$ cat src/rtl/inst_fetch_if.sv
// -----------------------------------------------------------------------------
// inst_fetch_if
// Instruction-memory fetch bus: one word request/grant followed by a read
// response.
//   imem_req    : fetch request (master -> memory)
//   imem_addr   : word-aligned fetch address (master -> memory)
//   imem_gnt    : memory accepts the request this cycle (memory -> master)
//   imem_rvalid : read data valid (memory -> master)
//   imem_rdata  : instruction word (memory -> master)
//   imem_err    : bus error, qualified by imem_rvalid (memory -> master)
// -----------------------------------------------------------------------------
interface inst_fetch_if;
    logic        imem_req;
    logic [31:0] imem_addr;
    logic        imem_gnt;
    logic        imem_rvalid;
    logic [31:0] imem_rdata;
    logic        imem_err;

    modport master (
        output imem_req,
        output imem_addr,
        input  imem_gnt,
        input  imem_rvalid,
        input  imem_rdata,
        input  imem_err
    );

    modport slave (
        input  imem_req,
        input  imem_addr,
        output imem_gnt,
        output imem_rvalid,
        output imem_rdata,
        output imem_err
    );
endinterface

$ cat src/rtl/inst_fetch.sv
// -----------------------------------------------------------------------------
// inst_fetch
// RV32 instruction fetch unit. Holds the architectural PC, issues a single
// outstanding word fetch, presents the instruction to decode and waits for the
// write-back stage to commit the next PC before fetching again.
// Ports:
//   i_clk, i_rst_n  : clock, asynchronous active-low reset
//   i_pc_new        : next PC from write-back
//   i_pc_we         : write-back commit strobe
//   imem            : fetch bus (master side)
//   o_inst_valid    : o_inst / o_inst_pc valid
//   o_inst          : fetched instruction word
//   o_inst_pc       : PC of o_inst
//   o_fault         : sticky fetch fault
//   o_fault_cause   : 01 misaligned target, 10 bus error, 00 none
//   o_fetch_cnt     : number of commits accepted (wraps)
// -----------------------------------------------------------------------------
module inst_fetch #(
    parameter logic [31:0] RESET_PC = 32'h0000_0000
) (
    input  logic              i_clk,
    input  logic              i_rst_n,
    input  logic [31:0]       i_pc_new,
    input  logic              i_pc_we,
    inst_fetch_if.master      imem,
    output logic              o_inst_valid,
    output logic [31:0]       o_inst,
    output logic [31:0]       o_inst_pc,
    output logic              o_fault,
    output logic [1:0]        o_fault_cause,
    output logic [31:0]       o_fetch_cnt
);

    typedef enum logic [2:0] {
        S_IDLE  = 3'd0,
        S_REQ   = 3'd1,
        S_WAIT  = 3'd2,
        S_VALID = 3'd3,
        S_FAULT = 3'd4
    } state_t;

    localparam logic [1:0] CAUSE_NONE  = 2'b00;
    localparam logic [1:0] CAUSE_ALIGN = 2'b01;
    localparam logic [1:0] CAUSE_BUS   = 2'b10;

    state_t      r_state;
    logic [31:0] r_pc;
    logic [31:0] r_inst;
    logic [31:0] r_inst_pc;
    logic [31:0] r_fetch_cnt;
    logic        r_req;
    logic        r_inst_valid;
    logic        r_fault;
    logic [1:0]  r_fault_cause;

    // State and all visible flags live in one registered process so that no
    // input reaches an output combinationally. Each flag is set on entry to
    // its state and cleared on exit.
    always_ff @(posedge i_clk or negedge i_rst_n) begin
        if (!i_rst_n) begin
            r_state       <= S_IDLE;
            r_pc          <= RESET_PC;
            r_inst        <= 32'h0;
            r_inst_pc     <= 32'h0;
            r_fetch_cnt   <= 32'h0;
            r_req         <= 1'b0;
            r_inst_valid  <= 1'b0;
            r_fault       <= 1'b0;
            r_fault_cause <= CAUSE_NONE;
        end else begin
            case (r_state)
                S_IDLE: begin
                    r_state <= S_REQ;
                    r_req   <= 1'b1;
                end
                S_REQ: begin
                    if (imem.imem_gnt) begin
                        r_state <= S_WAIT;
                        r_req   <= 1'b0;
                    end
                end
                S_WAIT: begin
                    if (imem.imem_rvalid) begin
                        if (imem.imem_err) begin
                            r_state       <= S_FAULT;
                            r_fault       <= 1'b1;
                            r_fault_cause <= CAUSE_BUS;
                        end else begin
                            r_state      <= S_VALID;
                            r_inst_valid <= 1'b1;
                            r_inst       <= imem.imem_rdata;
                            r_inst_pc    <= r_pc;
                        end
                    end
                end
                S_VALID: begin
                    if (i_pc_we) begin
                        // A misaligned commit still counts as committed; the
                        // PC keeps the address of the last good fetch.
                        r_fetch_cnt  <= r_fetch_cnt + 32'd1;
                        r_inst_valid <= 1'b0;
                        if (i_pc_new[1:0] == 2'b00) begin
                            r_state <= S_REQ;
                            r_req   <= 1'b1;
                            r_pc    <= i_pc_new;
                        end else begin
                            r_state       <= S_FAULT;
                            r_fault       <= 1'b1;
                            r_fault_cause <= CAUSE_ALIGN;
                        end
                    end
                end
                S_FAULT: begin
                    // Terminal until reset.
                end
                default: begin
                    r_state      <= S_IDLE;
                    r_req        <= 1'b0;
                    r_inst_valid <= 1'b0;
                    r_fault      <= 1'b0;
                end
            endcase
        end
    end

    assign imem.imem_req  = r_req;
    assign imem.imem_addr = r_pc;
    assign o_inst_valid   = r_inst_valid;
    assign o_inst         = r_inst;
    assign o_inst_pc      = r_inst_pc;
    assign o_fault        = r_fault;
    assign o_fault_cause  = r_fault_cause;
    assign o_fetch_cnt    = r_fetch_cnt;

endmodule

$ cat src/flat_wrapper.sv
// flat-port wrapper written by rule: the top's interface ports become plain ports
module inst_fetch_flat 
#(
    parameter logic [31:0] RESET_PC = 32'h0000_0000
)
  (i_clk, i_rst_n, i_pc_new, i_pc_we, o_inst_valid, o_inst, o_inst_pc, o_fault, o_fault_cause, o_fetch_cnt, imem_imem_req, imem_imem_addr, imem_imem_gnt, imem_imem_rvalid, imem_imem_rdata, imem_imem_err);
  inst_fetch_if imem_i ();
  input  logic i_clk;
  input  logic i_rst_n;
  input  logic [31:0] i_pc_new;
  input  logic i_pc_we;
  output logic o_inst_valid;
  output logic [31:0] o_inst;
  output logic [31:0] o_inst_pc;
  output logic o_fault;
  output logic [1:0] o_fault_cause;
  output logic [31:0] o_fetch_cnt;
  output wire logic [$bits(imem_i.imem_req)-1:0] imem_imem_req;
  output wire logic [$bits(imem_i.imem_addr)-1:0] imem_imem_addr;
  input wire logic [$bits(imem_i.imem_gnt)-1:0] imem_imem_gnt;
  input wire logic [$bits(imem_i.imem_rvalid)-1:0] imem_imem_rvalid;
  input wire logic [$bits(imem_i.imem_rdata)-1:0] imem_imem_rdata;
  input wire logic [$bits(imem_i.imem_err)-1:0] imem_imem_err;
  assign imem_imem_req = imem_i.imem_req;
  assign imem_imem_addr = imem_i.imem_addr;
  assign imem_i.imem_gnt = imem_imem_gnt;
  assign imem_i.imem_rvalid = imem_imem_rvalid;
  assign imem_i.imem_rdata = imem_imem_rdata;
  assign imem_i.imem_err = imem_imem_err;
  inst_fetch #(.RESET_PC(RESET_PC)) u_core (.i_clk(i_clk), .i_rst_n(i_rst_n), .i_pc_new(i_pc_new), .i_pc_we(i_pc_we), .imem(imem_i), .o_inst_valid(o_inst_valid), .o_inst(o_inst), .o_inst_pc(o_inst_pc), .o_fault(o_fault), .o_fault_cause(o_fault_cause), .o_fetch_cnt(o_fetch_cnt));
endmodule
$ cat config.mk
export PLATFORM = sky130hd
export DESIGN_NAME = inst_fetch_flat
export DESIGN_NICKNAME = d
export VERILOG_FILES = /design/src/rtl/inst_fetch_if.sv /design/src/rtl/inst_fetch.sv /design/src/flat_wrapper.sv
export SDC_FILE = /design/constraint.sdc
export NUM_CORES = 1
export LEC_CHECK = 0
export ABC_AREA = 0
export CAP_MARGIN = 0
export CORE_MARGIN = 4
export CORE_UTILIZATION = 40
export DETAILED_ROUTE_END_ITERATION = 10
export PLACE_DENSITY = 0.79
export SLEW_MARGIN = 10
export SYNTH_ARGS = -nofsm -noshare
export SYNTH_HDL_FRONTEND = slang
export SYNTH_SLANG_ARGS = --single-unit
$ cat constraint.sdc
create_clock -name i_clk -period 1.6 [get_ports i_clk]
set_input_delay 0.48 -clock i_clk [delete_from_list [all_inputs] [get_ports i_clk]]
set_output_delay 0.48 -clock i_clk [all_outputs]
set_load 0.01 [all_outputs]
==> run summary, run 1 <==
Placeable core area: 13400 sq um
TritonCTS clock tree: done
Violations in the final reports: negative setup slack
First-pass DRT Iterations: 4
F_max: 0.568 GHz
Instance count of the mapped netlist: 387
Sum of negative setup slack: -1610 ps
Slew at the pin with the worst max-slew slack: 523 ps
Worst Setup End Kind: register
Clock root buffer: sky130_fd_sc_hd__clkbuf_16
Area of the mapped netlist: 5540 sq um
Unrepaired setup endpoints after global routing: yes
Worst-case headroom to the max-slew limit: 64.8%
Starting Density: 41.4%
Stages on worst setup path: 6
Routed wire length per instance: 20.2 um
Power per unit of standard cell area: 1590 nW/um^2
Required time reported for the critical path endpoint: 1920 ps
Final worst path period share: 110%
Placer congestion estimate: 0.896
Final setup slack of the worst path: -160 ps
Maximum number of pins on one net before global-route repair: 38
Critical path type: reg2reg
Final-report setup violation count: 31
Crit start category: register
Remaining design rule violation count: 0
Via count: 4552
Vias in the first global route: 4776
Avg Synthesized Cell Area: 14.3 sq um
Clock transition at path regs: 60 ps
Number of flip-flops and latches in the synthesized netlist: 136
EDFF count, synth: 0
Antenna-violating nets left: 0
Crit path time final: 1760 ps
Max_cap viols: 0
Worst hold path class: reg2reg
Y dimension of the die: 126 um
Sequential area share after synthesis: 61.4%
Synthesized Nets: 458
Antenna violations before repair: 0
Final max-slew violation count: 0
Hpwl dp: 11100 um
Overall Global Routing Usage: 21.1%
Die Outline Area: 15800 sq um
Final design area excluding fillers: 9420 sq um
DIE WIDTH: 126 um
Number of cells on the worst reg-to-reg path: 6
Leakage power total: 0.00466 uW
Bufs on Longest Clock Path: 2
Design Power: 15000 uW
Number of cells on the worst hold path: 1
# H-tree levels: 4
First-pass GRT wire length: 26200 um
Vias per cell: 5.14
Number of top-level design ports: 203
Post-Place Cell Area: 8240 sq um
CTS buffer count: 17
Status: finished, violations left
Arrival @ worst endpoint: 2080 ps
Synth-to-Final Area Change: 70.0%
Number of unique standard cell types used by synthesis: 40
Largest delay contributor family on the critical path: simple AND/OR/NAND/NOR gates
Total wirelength of the detailed-routed design: 17900 um
Ys async rst share: 100%
Clock latency reported for the late side of the worst-skew pair: 410 ps
Most common flop cell mapped by yosys: sky130_fd_sc_hd__dfrtp_1
Number of failing hold endpoints at the final stage: 0
Share of cells above drive strength 1: 41.2%
Critical Path Slowest Stage Cell: sky130_fd_sc_hd__or3_4
# nets final: 767
Largest driver fanout on the critical path: 6
Rows: 42
Slowest Stage Delay on Critical Path: 480 ps
Max VDD drop: 943 uV
Clock Sinks: 136
Aggregate global routing overflow: 0
YS warnings: 0
IO Port Bufs: 202
Buffering stage count on the worst path with inverters included: 1
Critical-path cell list: ha_2 -> nand3_4 -> or3_4 -> buf_4 -> nor2_2 -> xor2_1
N_diodes: 0
Setup Skew: 7.14 ps
Initial DRC count: 295
==> Yosys cell counts (all sizes together), types with 3 or more instances <==
master / number / area (sq um)
dfrtp: 136 / 3400
mux2: 96 / 1080
xnor2: 18 / 158
nand2: 17 / 63.8
buf: 13 / 80.1
nand4: 13 / 81.3
xor2: 13 / 114
nand3: 10 / 50.1
nor4: 9 / 108
nor2: 8 / 30.0
nor3: 6 / 35.0
o21ai: 6 / 30.0
inv: 5 / 18.8
and2: 4 / 25.0
a211oi: 3 / 22.5
a21oi: 3 / 15.0
clkbuf: 3 / 11.3
or4: 3 / 33.8
==> metal layers <==
metal	vias to the layer above	GRT usage, %	wire (um)
met5	-	0	0
met4	0	5.42	165
met3	15	7.32	1490
met2	221	35.7	9320
met1	2302	25.9	6900
li1	2014	-	-
==> cell type report <==
class                   instances  area, sq um
repair buffers                306         2910
inverters                       5         18.8
well taps                     176          220
fillers                       884         3980
clock inverters                11          218
clock buffers                  21          470
flip-flops and latches        136         3410
multi-input cells             230         2170
==> timing repair <==
item / 4_1_cts / 5_1_grt
endpoints found under the setup margin: 256 / 167
hold endpoints to repair: 27 / 0
setup buffers: 22 / 18
hold buffers: 1 / 0
resized for setup: 218 / 103
pin swaps: 9 / 15
cloned: 2 / 5
==> state kept, by name, indices dropped and copies added, names as in the netlist <==
| name | flops |
|---|---|
| u_core.o_inst | 32 |
| u_core.imem.imem_addr | 32 |
| u_core.o_inst_pc | 32 |
| u_core.r_state | 3 |
| u_core.o_inst_valid | 1 |
| u_core.imem.imem_req | 1 |
| u_core.o_fetch_cnt | 32 |
| u_core.o_fault | 1 |
| u_core.o_fault_cause | 2 |
==> worst paths after layout <==
check	from	end	slack [ps]
max	u_core.o_fetch_cnt[0]	u_core.o_fetch_cnt[18]	-160
max in group asynchronous	i_rst_n	u_core.o_fetch_cnt[22]	530
min	u_core.o_fault	u_core.o_fault	480
min in group asynchronous	i_rst_n	u_core.o_inst[4]	520
max reg2reg	u_core.o_fetch_cnt[0]	u_core.o_fetch_cnt[18]	-160
min reg2reg	u_core.o_fault	u_core.o_fault	480
==> cells in the final DEF, fill, tap and decap left out, drive strengths merged, types with 2 or more instances in the layout <==
| master | count |
|---|---|
| a211oi | 3 |
| a21oi | 3 |
| a311oi | 2 |
| and2 | 4 |
| and3 | 2 |
| and4 | 2 |
| buf | 114 |
| bufinv | 6 |
| clkbuf | 37 |
| clkdlybuf4s15 | 77 |
| clkdlybuf4s50 | 65 |
| clkinv | 3 |
| clkinvlp | 2 |
| dfrtp | 136 |
| dlygate4sd2 | 33 |
| inv | 5 |
| mux2 | 96 |
| nand2 | 17 |
| nand3 | 10 |
| nand4 | 13 |
| nor2 | 8 |
| nor3 | 6 |
| nor3b | 2 |
| nor4 | 9 |
| o21ai | 6 |
| or3 | 2 |
| or4 | 3 |
| xnor2 | 18 |
| xor2 | 13 |
==> where the power goes <==
| part | switching (uW) | internal (uW) |
|---|---|---|
| Sequential | 757 | 4660 |
| Combinational | 2170 | 2890 |
| Clock | 1460 | 3050 |
==> through the flow <==
step,instances,hold WS (ps),worst slack (ps),util [%]
after floorplan,387,184,-29.0,-
after global placement,806,385,-583,61.5
after detailed placement,806,391,-611,61.5
after CTS,863,480,-132,67.7
after global routing,885,500,-222,70.3
final,885,483,-160,70.3
==> cell families (layout without fill, tap and decap cells) <==
kind of cell / after synthesis / in the layout / synth area share [%]
flops: 136 / 136 / 61.4
mux: 97 / 97 / 19.7
simple gates: 83 / 83 / 9.66
xor+xnor: 31 / 31 / 4.90
buf+inv: 21 / 343 / 1.99
compound gates: 18 / 18 / 2.12
fa+ha+maj: 1 / 1 / 0.226
==> worst register-to-register path: stages (launching register included) <==
cell and delay (ps):
sky130_fd_sc_hd__dfrtp_1 390, sky130_fd_sc_hd__ha_2 240, sky130_fd_sc_hd__nand3_4 110, sky130_fd_sc_hd__or3_4 480, sky130_fd_sc_hd__buf_4 170, sky130_fd_sc_hd__nor2_2 110
sky130_fd_sc_hd__xor2_1 170
(Power assumes the default switching activity.)
==> inputs of run 2 (changes only) <==
Settings changed: CORE_UTILIZATION 40 to 45, PLACE_DENSITY 0.79 to 0.84.
Clock period 1.6 ns to 1.9 ns, I/O delays scaled along.
==> run 2 against run 1 <==
Effect of this change:
- the run now ends clean
- routed wire length fell by 19%
- total power down 23%
- worst hold slack worse by 440 ps
- clock-buffer cell count increased by 3
- core utilization grew 1.3 points
- global-route usage down 0.38 points
- setup slack improved by 190 ps
- non-clock buffer count is 70 lower
- combinational power shrank 20%
- clock power down 33%
- sequential share of layout area is 3.5 points higher
- register-to-register slack better by 270 ps
- largest cell class unchanged
==> run summary, run 2 (same netlist as run 1, synthesis figures left out) <==
Largest driver fanout on the critical path: 64
TritonCTS clock tree: done
Crit start category: input port
Remaining design rule violation count: 0
Starting Density: 46.1%
Power per unit of standard cell area: 1340 nW/um^2
Routed wire length per instance: 18.4 um
Worst Setup End Kind: register
Final-report setup violation count: 0
Placeable core area: 12000 sq um
Vias in the first global route: 4371
Number of failing hold endpoints at the final stage: 0
Final max-slew violation count: 0
First-pass DRT Iterations: 4
Reported net switching power: 3370 uW
IO Port Bufs: 202
Initial DRC count: 159
Most frequent standard cell in the layout excluding fill and tap cells: sky130_fd_sc_hd__dfrtp_1
Most frequent cells in the layout: sky130_fd_sc_hd__dfrtp_1 (128), sky130_fd_sc_hd__mux2_2 (95), sky130_fd_sc_hd__clkdlybuf4s50_1 (80), sky130_fd_sc_hd__dlygate4sd2_1 (70), sky130_fd_sc_hd__dlymetal6s2s_1 (51)
Aggregate global routing overflow: 0
Clock root buffer: sky130_fd_sc_hd__clkbuf_16
Vias per cell: 5.20
R2R Setup Slk: 110 ps
Portion of total power attributed to combinational logic: 34.9%
Hpwl dp: 10000 um
Arrival @ worst endpoint: 2150 ps
Worst hold path class: in2async
Final design utilization: 71.6%
Final worst path period share: 98.3%
Overall Global Routing Usage: 20.7%
Via count: 4069
CTS buffer count: 17
Leakage power total: 0.00486 uW
Number of top-level design ports: 203
Required time reported for the critical path endpoint: 2190 ps
Relative contribution of sequential cells to total power: 39.0%
Crit path time final: 1870 ps
Share of power burned in the clock network: 26.1%
F_max: 0.536 GHz
Total wirelength of the detailed-routed design: 14400 um
Die Outline Area: 14200 sq um
Fill cell total of the finished layout: 820
Y dimension of the die: 119 um
Synth-to-Final Area Change: 55.2%
Max_cap viols: 0
Antenna-violating nets left: 0
DIE WIDTH: 119 um
First-pass GRT wire length: 23300 um
N_diodes: 0
Share of cells above drive strength 1: 28.2%
Switching power as a share of total power: 29.3%
Setup Skew: 6.54 ps
Clock transition at path regs: 60 ps
Slew at the pin with the worst max-slew slack: 415 ps
Internal Power: 8150 uW
# nets final: 697
Worst-case headroom to the max-slew limit: 72.1%
Bufs on Longest Clock Path: 2
WHS: 40.2 ps
Antenna violations before repair: 0
Placer congestion estimate: 0.887
Maximum number of pins on one net before global-route repair: 65
Max VDD drop: 901 uV
Clock Sinks: 136
Hold buffer count at cts: 0
Status: finished, final reports clean
Rows: 40
Clock latency reported for the late side of the worst-skew pair: 410 ps
# H-tree levels: 4
Critical path type: in2reg
[run 2: cell types whose count changed in the layout (fill, tap and decap cells not counted), moves of 3 or more]
cell / change
sky130_fd_sc_hd__nand3_1: +3
sky130_fd_sc_hd__clkdlybuf4s15_1: -77
sky130_fd_sc_hd__clkdlybuf4s50_1: +15
sky130_fd_sc_hd__clkbuf_2: -12
sky130_fd_sc_hd__clkbuf_16: -4
sky130_fd_sc_hd__nor2_1: +3
sky130_fd_sc_hd__dlymetal6s2s_1: +51
sky130_fd_sc_hd__nor3_2: +3
sky130_fd_sc_hd__buf_6: -17
sky130_fd_sc_hd__bufinv_16: -5
sky130_fd_sc_hd__buf_2: -6
sky130_fd_sc_hd__buf_4: -52
sky130_fd_sc_hd__dlygate4sd2_1: +37
[run 2: per-stage QoR]
stage | cell area [sq um] | total power [uW] | setup slack [ps] | setup TNS, ps | std cells
finish | 8600 | 11500 | 32.6 | 0 | 782
global route | 8600 | 12100 | -13.6 | -19.2 | 782
CTS | 8440 | 11700 | 1.02 | 0 | 782
detailed placement | 7920 | 9000 | -429 | -42000 | 747
global placement | 7920 | 8830 | -419 | -40580 | 747
floorplan | 5540 | 6280 | 141 | 0 | 387
[run 2: what timing repair did]
item,in CTS,in global routing
setup endpoints to repair,80,71
buffers inserted,7,0
gates resized for setup,80,57
pin swaps,0,1
[run 2: power by group through the flow]
stage | Sequential [uW] | Clock, uW | Combinational [uW]
final | 4500 | 3000 | 4020
after global routing | 4640 | 3190 | 4310
after CTS | 4520 | 3050 | 4170
after detailed placement | 4570 | 0 | 4420
after global placement | 4510 | 0 | 4320
after floorplan | 4980 | 0 | 1300
[run 2: area by class of cell]
| cell class | instances | area (sq um) | area share, % |
|---|---|---|---|
| Inverter | 5 | 18.8 | 0.218 |
| Sequential cell | 136 | 3410 | 39.7 |
| Clock inverter | 4 | 45.0 | 0.524 |
| Clock buffer | 24 | 492 | 5.72 |
| Multi-Input combinational cell | 230 | 2070 | 24.1 |
| Timing Repair Buffer | 236 | 2380 | 27.6 |
| Tap cell | 147 | 184 | 2.14 |
[run 2: path summary, 6_finish.rpt]
kind,startpoint,endpoint,depth (start not counted)
setup / recovery,imem_imem_rvalid,u_core.o_inst[2],5
hold / removal,i_rst_n,u_core.o_inst_pc[11],1
setup reg to reg,u_core.o_fetch_cnt[1],u_core.o_fetch_cnt[28],6
hold reg to reg,u_core.o_fetch_cnt[31],u_core.o_fetch_cnt[31],1
max in group asynchronous,i_rst_n,u_core.o_fetch_cnt[5],2
min in group i_clk,u_core.o_fetch_cnt[31],u_core.o_fetch_cnt[31],1
[run 2: metal layers]
metal | global-route usage, % | share of wire, % | vias up
met3 | 5.32 | 4.5 | 21
met1 | 24.5 | 40 | 2043
li1 | - | - | 1851
met4 | 7.46 | 1.9 | 0
met2 | 36.3 | 54 | 154
met5 | 0 | 0 | -
[run 2: worst max-delay path, cell delays in order]
cell and delay (ps):
sky130_fd_sc_hd__clkdlybuf4s50_1 470, sky130_fd_sc_hd__nor3b_1 320, sky130_fd_sc_hd__nand3b_1 180, sky130_fd_sc_hd__buf_12 240
sky130_fd_sc_hd__mux2_2 330
==> inputs of run 3 (changes only) <==
Settings changed: PLACE_DENSITY 0.84 to 0.9.
==> run 3 against run 2 <==
Effect of this change:
- flip-flop and latch count unchanged
- routed wire length increased by 1.3%
- final cell count increased by 0.77%
- fmax increased by 0.12%
- global-route usage increased by 0.57 points
- register-to-register slack about the same
- largest cell class unchanged
- critical path depth decreased by 4
==> run summary, run 3 (same netlist as run 1, synthesis figures left out) <==
Stages on worst setup path: 1
DP Worst Slack: -456 ps
Crit start category: register
Aggregate global routing overflow: 0
First-pass DRT Iterations: 5
TritonCTS clock tree: done
Final max-slew violation count: 0
# H-tree levels: 4
Placed cells: 747
Vias in the first global route: 4485
N_diodes: 0
Power per unit of standard cell area: 1340 nW/um^2
Setup Skew: 8.99 ps
Status: finished, final reports clean
Bufs on Longest Clock Path: 2
Worst Setup End Kind: output port
Vias per cell: 5.18
R2R Setup Slk: 120 ps
Hpwl dp: 10500 um
Most frequent cells in the layout: sky130_fd_sc_hd__dfrtp_1 (128), sky130_fd_sc_hd__mux2_2 (95), sky130_fd_sc_hd__dlygate4sd2_1 (86), sky130_fd_sc_hd__clkdlybuf4s50_1 (80), sky130_fd_sc_hd__dlymetal6s2s_1 (35)
Crit path time final: 1870 ps
Largest driver fanout on the critical path: 2
CTS buffer count: 17
Non-filler cells in the finished layout: 788
Worst-case headroom to the max-slew limit: 76.0%
Via count: 4083
DIE WIDTH: 119 um
Overall Global Routing Usage: 21.2%
Placer congestion estimate: 0.918
Setup crit end: o_inst_pc[6]
Total wirelength of the detailed-routed design: 14600 um
# nets final: 700
Clock root buffer: sky130_fd_sc_hd__clkbuf_16
Antenna violations before repair: 0
Die Outline Area: 14200 sq um
Worst Setup SP: u_core.o_inst_pc[6]
Max VDD drop: 920 uV
Slowest Stage Delay on Critical Path: 540 ps
Final worst path period share: 98.2%
Number of cells on the worst reg-to-reg path: 5
End of the worst register-to-register path: u_core.o_fetch_cnt[22]
Clock Sinks: 136
Slew at the pin with the worst max-slew slack: 358 ps
Buffering stage count on the worst path with inverters included: 1
Leakage power total: 0.00467 uW
Arrival @ worst endpoint: 1300 ps
Launch point of the worst reg-to-reg path: u_core.o_fetch_cnt[11]
Required time reported for the critical path endpoint: 1330 ps
Largest delay contributor family on the critical path: buffers and inverters
Most frequent standard cell in the layout excluding fill and tap cells: sky130_fd_sc_hd__dfrtp_1
Clock latency reported for the late side of the worst-skew pair: 410 ps
Remaining design rule violation count: 0
Synth-to-Final Area Change: 54.1%
Routed wire length per instance: 18.5 um
Starting Density: 46.1%
First-pass GRT wire length: 23600 um
Number of top-level design ports: 203
F_max: 0.536 GHz
Number of cells on the worst hold path: 1
Critical Path Slowest Stage Cell: sky130_fd_sc_hd__clkdlybuf4s50_1
IO Port Bufs: 202
Initial DRC count: 138
Design Power: 11400 uW
Critical path type: reg2out
Final-report setup violation count: 0
Y dimension of the die: 119 um
Rows: 40
Max_cap viols: 0
Clock transition at path regs: 60 ps
Worst hold path class: reg2reg
Placeable core area: 12000 sq um
Final setup slack of the worst path: 34.7 ps
Share of cells above drive strength 1: 28.1%
Number of failing hold endpoints at the final stage: 0
Antenna-violating nets left: 0
Critical-path cell list: clkdlybuf4s50_1
Maximum number of pins on one net before global-route repair: 64
## run 3: cell count changes in the layout (fill, tap and decap cells not counted), moves of 2 or more
cell                             previous run  this run
sky130_fd_sc_hd__nor3_1                     2         4
sky130_fd_sc_hd__nor4_2                     3         0
sky130_fd_sc_hd__dlygate4sd2_1             70        86
sky130_fd_sc_hd__nor4_1                     2         5
sky130_fd_sc_hd__clkinvlp_4                 0         6
sky130_fd_sc_hd__clkbuf_1                   3         1
sky130_fd_sc_hd__buf_6                      0         2
sky130_fd_sc_hd__dlymetal6s2s_1            51        35
sky130_fd_sc_hd__nor3_2                     4         2
## run 3: worst min-delay path by stage
stage                         from                   endpoint
floorplan                  i_rst_n   u_core.imem.imem_addr[0]
CTS                 u_core.o_fault             u_core.o_fault
detailed placement         i_rst_n       u_core.o_inst_pc[24]
global route        u_core.o_fault             u_core.o_fault
global placement           i_rst_n  u_core.imem.imem_addr[17]
finish              u_core.o_fault             u_core.o_fault
## run 3: power breakdown
part | switching [uW] | total (uW) | internal (uW)
sequential | 600 | 4520 | 3920
clock | 1190 | 2960 | 1760
combinational | 1690 | 3960 | 2270
## run 3: timing repair
| action | 4_1_cts | 5_1_grt |
|---|---|---|
| endpoints found under the setup margin | 98 | 38 |
| resized for setup | 95 | 37 |
| hold buffers | 1 | 0 |
| endpoints found under the hold margin | 3 | 0 |
| pin swaps | 0 | 2 |
| setup buffers | 9 | 0 |
## run 3: routing by layer
layer	vias up	global-route usage, %	share of wire [%]	wire [um]
li1	1872	-	-	-
met1	2027	23.8	38	5610
met2	155	37.8	54	7880
met3	29	5.41	5.0	723
met4	0	9.92	2.7	401
met5	-	0	0	0
## run 3: cell type report
| class | count | area, sq um |
|---|---|---|
| Timing Repair Buffer | 239 | 2340 |
| Tap cell | 147 | 184 |
| Multi-Input combinational cell | 230 | 2040 |
| Fill cell | 840 | 3470 |
| Sequential cell | 136 | 3410 |
| Clock buffer | 21 | 470 |
| Inverter | 5 | 18.8 |
| Clock inverter | 10 | 72.6 |
## run 3: through the flow
stage,area (sq um),TNS [ps],util (%),hold WS [ps]
6_report,8540,0,71.1,481
3_3_place_gp,7910,-38840,65.9,441
5_1_grt,8540,-25.8,71.1,501
4_1_cts,8440,0,70.3,488
3_5_place_dp,7910,-42080,65.9,446
2_1_floorplan,5540,0,-,274
